[src/rtl/mux64_rr_arbiter_pkg.sv]
`default_nettype none
// ============================================================================
//  Module   : mux64_rr_arbiter_pkg
//  Purpose  : Shared definitions for the 64-way round-robin arbiter slice.
//             Holds the requester count, the index width and the two-state
//             output register encoding.
//  Revision : 1.0  initial release
// ============================================================================
package mux64_rr_arbiter_pkg;

  localparam int ARB_N     = 64;
  localparam int ARB_IDX_W = 6;

  // Output register state: EMPTY means out_valid=0, FULL means out_valid=1.
  localparam logic [0:0] ST_EMPTY = 1'b0;
  localparam logic [0:0] ST_FULL  = 1'b1;

endpackage : mux64_rr_arbiter_pkg
`default_nettype wire

[src/rtl/mux64_rr_arbiter_mux64.sv]
`default_nettype none
// ============================================================================
//  Module   : mux64
//  Purpose  : 64:1 payload multiplexer.
//  Ports    : ins  - 64 packed payload words of WIDTH bits
//             sel  - 6-bit select index
//             out  - selected payload word
//  Revision : 1.0  initial release
// ============================================================================
module mux64
  import mux64_rr_arbiter_pkg::*;
#(
  parameter int WIDTH = 1
) (
  input  logic [ARB_N-1:0][WIDTH-1:0] ins,
  input  logic [ARB_IDX_W-1:0]        sel,
  output logic [WIDTH-1:0]            out
);

  assign out = ins[sel];

endmodule : mux64
`default_nettype wire

[src/rtl/mux64_rr_arbiter.sv]
`default_nettype none
// ============================================================================
//  Module   : mux64_rr_arbiter
//  Purpose  : 64-requester round-robin arbiter with a one-entry registered
//             output. The grant scans from the round-robin pointer upward
//             with wrap; the granted payload is captured into the output
//             register whenever that register is empty or being drained.
//  Ports    : clk        - clock, rising edge
//             rst        - asynchronous active-high reset
//             req_valid  - per-requester request
//             req_data   - per-requester payload
//             req_ready  - per-requester accept (one-hot or zero)
//             out_valid  - output register holds a granted payload
//             out_ready  - downstream consumes the output this cycle
//             out_data   - granted payload (registered)
//             out_idx    - index of the granted requester (registered)
//  Revision : 1.0  initial release
// ============================================================================
module mux64_rr_arbiter
  import mux64_rr_arbiter_pkg::*;
#(
  parameter int WIDTH = 1
) (
  input  logic                        clk,
  input  logic                        rst,
  input  logic [ARB_N-1:0]            req_valid,
  input  logic [ARB_N-1:0][WIDTH-1:0] req_data,
  output logic [ARB_N-1:0]            req_ready,
  output logic                        out_valid,
  input  logic                        out_ready,
  output logic [WIDTH-1:0]            out_data,
  output logic [ARB_IDX_W-1:0]        out_idx
);

  logic [0:0]           r_state;
  logic [0:0]           w_state_next;
  logic [ARB_IDX_W-1:0] r_ptr;
  logic [ARB_IDX_W-1:0] w_grant;
  logic [ARB_N-1:0]     w_onehot;
  logic [WIDTH-1:0]     w_sel_data;
  logic                 w_any;
  logic                 w_capture;

  // --------------------------------------------------------------------------
  // Rotating priority scan. Iterating offsets from high to low lets the
  // smallest offset from r_ptr win; the 6-bit sum wraps 63 -> 0 naturally.
  // --------------------------------------------------------------------------
  always_comb begin
    w_grant = r_ptr;
    for (int k = ARB_N - 1; k >= 0; k--) begin
      if (req_valid[r_ptr + ARB_IDX_W'(k)]) begin
        w_grant = r_ptr + ARB_IDX_W'(k);
      end
    end
  end

  assign w_any     = |req_valid;
  assign w_capture = w_any & ((r_state == ST_EMPTY) | out_ready);

  always_comb begin
    w_onehot          = '0;
    w_onehot[w_grant] = 1'b1;
  end

  // Accept is gated by rst so nothing is handshaken while the block is held
  // in reset; it depends only on req_valid and state, never on req_data.
  assign req_ready = (w_capture & ~rst) ? w_onehot : '0;

  mux64 #(
    .WIDTH (WIDTH)
  ) u_mux64 (
    .ins (req_data),
    .sel (w_grant),
    .out (w_sel_data)
  );

  // --------------------------------------------------------------------------
  // Output FSM: state register
  // --------------------------------------------------------------------------
  always_ff @(posedge clk or posedge rst) begin
    if (rst) begin
      r_state <= ST_EMPTY;
    end else begin
      r_state <= w_state_next;
    end
  end

  // Output FSM: next-state logic
  always_comb begin
    w_state_next = r_state;
    if (w_capture) begin
      w_state_next = ST_FULL;
    end else if ((r_state == ST_FULL) && out_ready) begin
      w_state_next = ST_EMPTY;
    end
  end

  // Output FSM: output logic
  always_comb begin
    out_valid = (r_state == ST_FULL);
  end

  // --------------------------------------------------------------------------
  // Payload / index registers and round-robin pointer. These only move on a
  // capture, so a drain with no new request leaves out_data/out_idx intact.
  // --------------------------------------------------------------------------
  always_ff @(posedge clk or posedge rst) begin
    if (rst) begin
      out_data <= '0;
      out_idx  <= '0;
      r_ptr    <= '0;
    end else if (w_capture) begin
      out_data <= w_sel_data;
      out_idx  <= w_grant;
      r_ptr    <= w_grant + ARB_IDX_W'(1);
    end
  end

endmodule : mux64_rr_arbiter
`default_nettype wire

[config.mk]
export PLATFORM = sky130hd
export DESIGN_NAME = mux64_rr_arbiter
export DESIGN_NICKNAME = d
export VERILOG_FILES = /design/src/rtl/mux64_rr_arbiter_pkg.sv /design/src/rtl/mux64_rr_arbiter_mux64.sv /design/src/rtl/mux64_rr_arbiter.sv
export SDC_FILE = /design/constraint.sdc
export NUM_CORES = 1
export LEC_CHECK = 0
export ABC_AREA = 1
export BUFFER_PORTS_ARGS = -buffer_cell sky130_fd_sc_hd__buf_2
export CORE_MARGIN = 2
export CORE_UTILIZATION = 40
export CTS_CLUSTER_DIAMETER = 30
export DETAILED_ROUTE_END_ITERATION = 10
export GPL_TIMING_DRIVEN = 0
export SLEW_MARGIN = 20
export SYNTH_ARGS = -nofsm -noshare
export SYNTH_HDL_FRONTEND = slang
export SYNTH_SLANG_ARGS = --single-unit
[constraint.sdc]
create_clock -name clk -period 10.8 [get_ports clk]
set_clock_uncertainty 0.05 [all_clocks]
set_input_delay 2.16 -clock clk [delete_from_list [all_inputs] [get_ports clk]]
set_output_delay 2.16 -clock clk [all_outputs]
set_load 0.01 [all_outputs]
==> flow_summary.yaml <==
timing:
  maxSlewViolCount: 0
  fin_crit_sh_pct: 99.3
  worst_pin_slew_ns: 1.34
  period_minus_slack_ns: 10.73
  rsz0062_at_grt: "yes"
  max_clock_freq_mhz: 93.2
  setup_viol: 0
  final.setup.worst_slack_ns: 0.0715
  max_slew_margin_pct: 10.2
  finalHoldViolations: 0
floorplan:
  core-area_sq_mm: 0.0287
  die_x_um: 175
  die_h_um: 175
  start_util_pct: 40.6
  rows: 62
  pin_count: 203
  dieArea_sq_mm: 0.0305
outcome:
  outcome: "complete, no violations"
placement:
  gp_congestion: 1.14
  io_buffers: 202
  dp_hpwl_mm: 51.7
  place_ws_ns: -1.24
critical_path:
  crit_start: "req_valid[29]"
  critPathArrivalTime_ns: 8.52
  slowest_stage: "mux2i_4"
  cp-end-kind: "primary output"
  worstSetupStartpointType: "input port"
  crit_end: "req_ready[14]"
  rrSetupSlack_ns: 2.28
  crit_type: "input port to primary output"
  slowest_delay_ns: 0.22
  cpMostUsedCell: "nand2_1"
  crit_required_ns: 8.59
  r2r-end: "out_data$_DFFE_PP0P_"
  cp_max_fo: 8
  r2r_start: "r_ptr[1]$_DFFE_PP0P_"
  rr_worst_depth: 99
synth:
  yosys-top-cells-area: "nand2_1 (33%), nand3_1 (14%), a21oi_1 (9.4%), inv_1 (5.6%), nor2_1 (4.1%)"
  synth_cell_types: 49
  synthesis.area_sq_mm: 0.0116
  synthTopCellsByCount: "nand2_1 (1024), nand3_1 (332), a21oi_1 (218), inv_1 (175), nor2_1 (126)"
  ys_seq_area_share_pct: 3.01
  yosys.area.top_type: "nand2_1"
  synth_nets: 2527
  synth_seq_cells: 14
  yosys_warnings: 0
  synth_top_area_share_pct: 33.0
  synth_most_common_cell: "nand2_1"
  synth_edf_count: 0
  async_flop_share_pct: 100
  syn_area_per_cell_sq_um: 4.90
  ys.flop_type: "dfrtp_1"
  syn_inst: 2377
global_route:
  grt_max_degree: 16
  grt_pass1_vias: 15500
  grt_remaining_overflow: 0
  grt_usage_pct: 40.3
  grt_pass1_wl_mm: 93.5
  antenna_found_initial: 0
cts:
  h-tree-depth: 1
  cts_tree: "built"
  clockRootBuffer: "clkbuf_16"
  cts_sinks: 14
  clk_pin_slew_ns: 0.05
  hold_buffers: 0
  clockBufferDepth: 2
  cts_made_buffers: 3
  clk_latency_ns: 0.24
route:
  antenna_left: 0
  drc: 0
  via_count: 17500
  drt-initial-drc-count: 1981
  drt_wl_total_mm: 66.0
  vias_per_cell: 5.79
  wire_per_inst_um: 21.8
  drtPass1Iterations: 6
min_path:
  hold_class: "register to register"
layout:
  drive_above_1_share_pct: 33.3
  nets: 2789
  area_growth_pct: 41.4
  num-fill-cells: 2968
  num_antenna_cells: 0
flow_run:
  cap_violations: 0
-- layer usage --
metal | vias to the layer above | global-route usage, % | routed length (um)
met3 | 200 | 8.66 | 7900
met5 | - | 0 | 0
met1 | 7938 | 52.9 | 26000
li1 | 8242 | - | -
met4 | 0 | 17.2 | 3800
met2 | 1104 | 63.7 | 28300
-- state kept, by name, summed over array words and instances (netlist names) --
name	flops
out_idx	6
r_ptr	6
out_data	1
out_valid	1
-- cells in the final DEF (no fill, tap or decap), types with 6 or more instances in the layout --
cell type  instances
nand2_8            7
buf_2            164
a31oi_1           12
xor2_2            10
nand3_2          135
nand3_1          179
a31oi_2            6
inv_1            172
o21ai_2           26
nand3_4           30
buf_4             90
clkbuf_1          11
buf_8              9
a31oi_4           11
clkbuf_4           9
ha_1              17
buf_6             62
nor4_1            14
dfrtp_1           13
or2_2              6
o21a_1            10
a21oi_1          215
nand2_2          122
nor2_1            86
mux2i_1           14
o21ai_0           70
xor2_4             6
nor2_4            24
nand2_1          869
nor2_2            16
nand2_4           74
inv_2             34
o21ai_1           32
xor2_1            23
-- how the worst min path moves through the flow --
stage / from / to / cells past startpoint
6_report: out_idx[0]$_DFFE_PP0P_ / out_idx[0]$_DFFE_PP0P_ / 2
5_1_grt: out_idx[0]$_DFFE_PP0P_ / out_idx[0]$_DFFE_PP0P_ / 2
4_1_cts: out_idx[0]$_DFFE_PP0P_ / out_idx[0]$_DFFE_PP0P_ / 2
3_5_place_dp: out_idx[0]$_DFFE_PP0P_ / out_idx[0]$_DFFE_PP0P_ / 2
3_3_place_gp: out_idx[5]$_DFFE_PP0P_ / out_idx[5]$_DFFE_PP0P_ / 2
2_1_floorplan: out_data$_DFFE_PP0P_ / out_data$_DFFE_PP0P_ / 2
-- timing repair --
| action | 4_1_cts | 5_1_grt |
|---|---|---|
| setup endpoints to repair | 64 | 64 |
| hold endpoints to repair | 0 | 0 |
| pin swaps | 0 | 111 |
| buffers inserted | 0 | 55 |
| gates resized for setup | 36 | 669 |
-- worst max-delay path, delay by kind of cell --
family	cells	cell delay, ns
simple gates	83	5.17
compound gates	4	0.44
mux	1	0.22
buf+inv	6	0.50
-- metrics by stage --
| step | cell area [sq um] | utilization (%) | cells | hold WS (ns) | TNS [ns] |
|---|---|---|---|---|---|
| finish | 16500 | 57.4 | 3022 | 0.428 | 0 |
| global route | 16500 | 57.4 | 3022 | 0.458 | -34.12 |
| CTS | 13300 | 46.5 | 2967 | 0.430 | 0 |
| detailed placement | 13100 | 45.8 | 2963 | 0.418 | -62.61 |
| global placement | 13100 | 45.8 | 2963 | 0.412 | -60.55 |
| floorplan | 11600 | - | 2377 | 0.464 | 0 |
-- cells by family (layout without fill, tap and decap cells) --
group | after synthesis | after routing | synth area share, %
muxes | 16 | 16 | 1.48
AOI/OAI and AO/OA | 398 | 398 | 18.3
DFF | 14 | 14 | 3.01
xor gates and xnor gates | 40 | 40 | 3.91
buffers and inverters | 311 | 572 | 12.8
adders and majority gates | 19 | 19 | 2.04
and+or+nand+nor | 1579 | 1579 | 58.5
-- area by class of cell --
cell class	count	area (sq um)	share of cell area, %
multi-input combinational	2052	12200	74.0
timing repair buffer	257	1710	10.4
inverter	217	851	5.17
buffer	94	805	4.89
tap	384	480	2.92
sequential	14	352	2.14
clock buffer	4	88.8	0.540
Power is not shown: default switching activity piles up to over one toggle a cycle in this logic, so the estimate is an artifact.
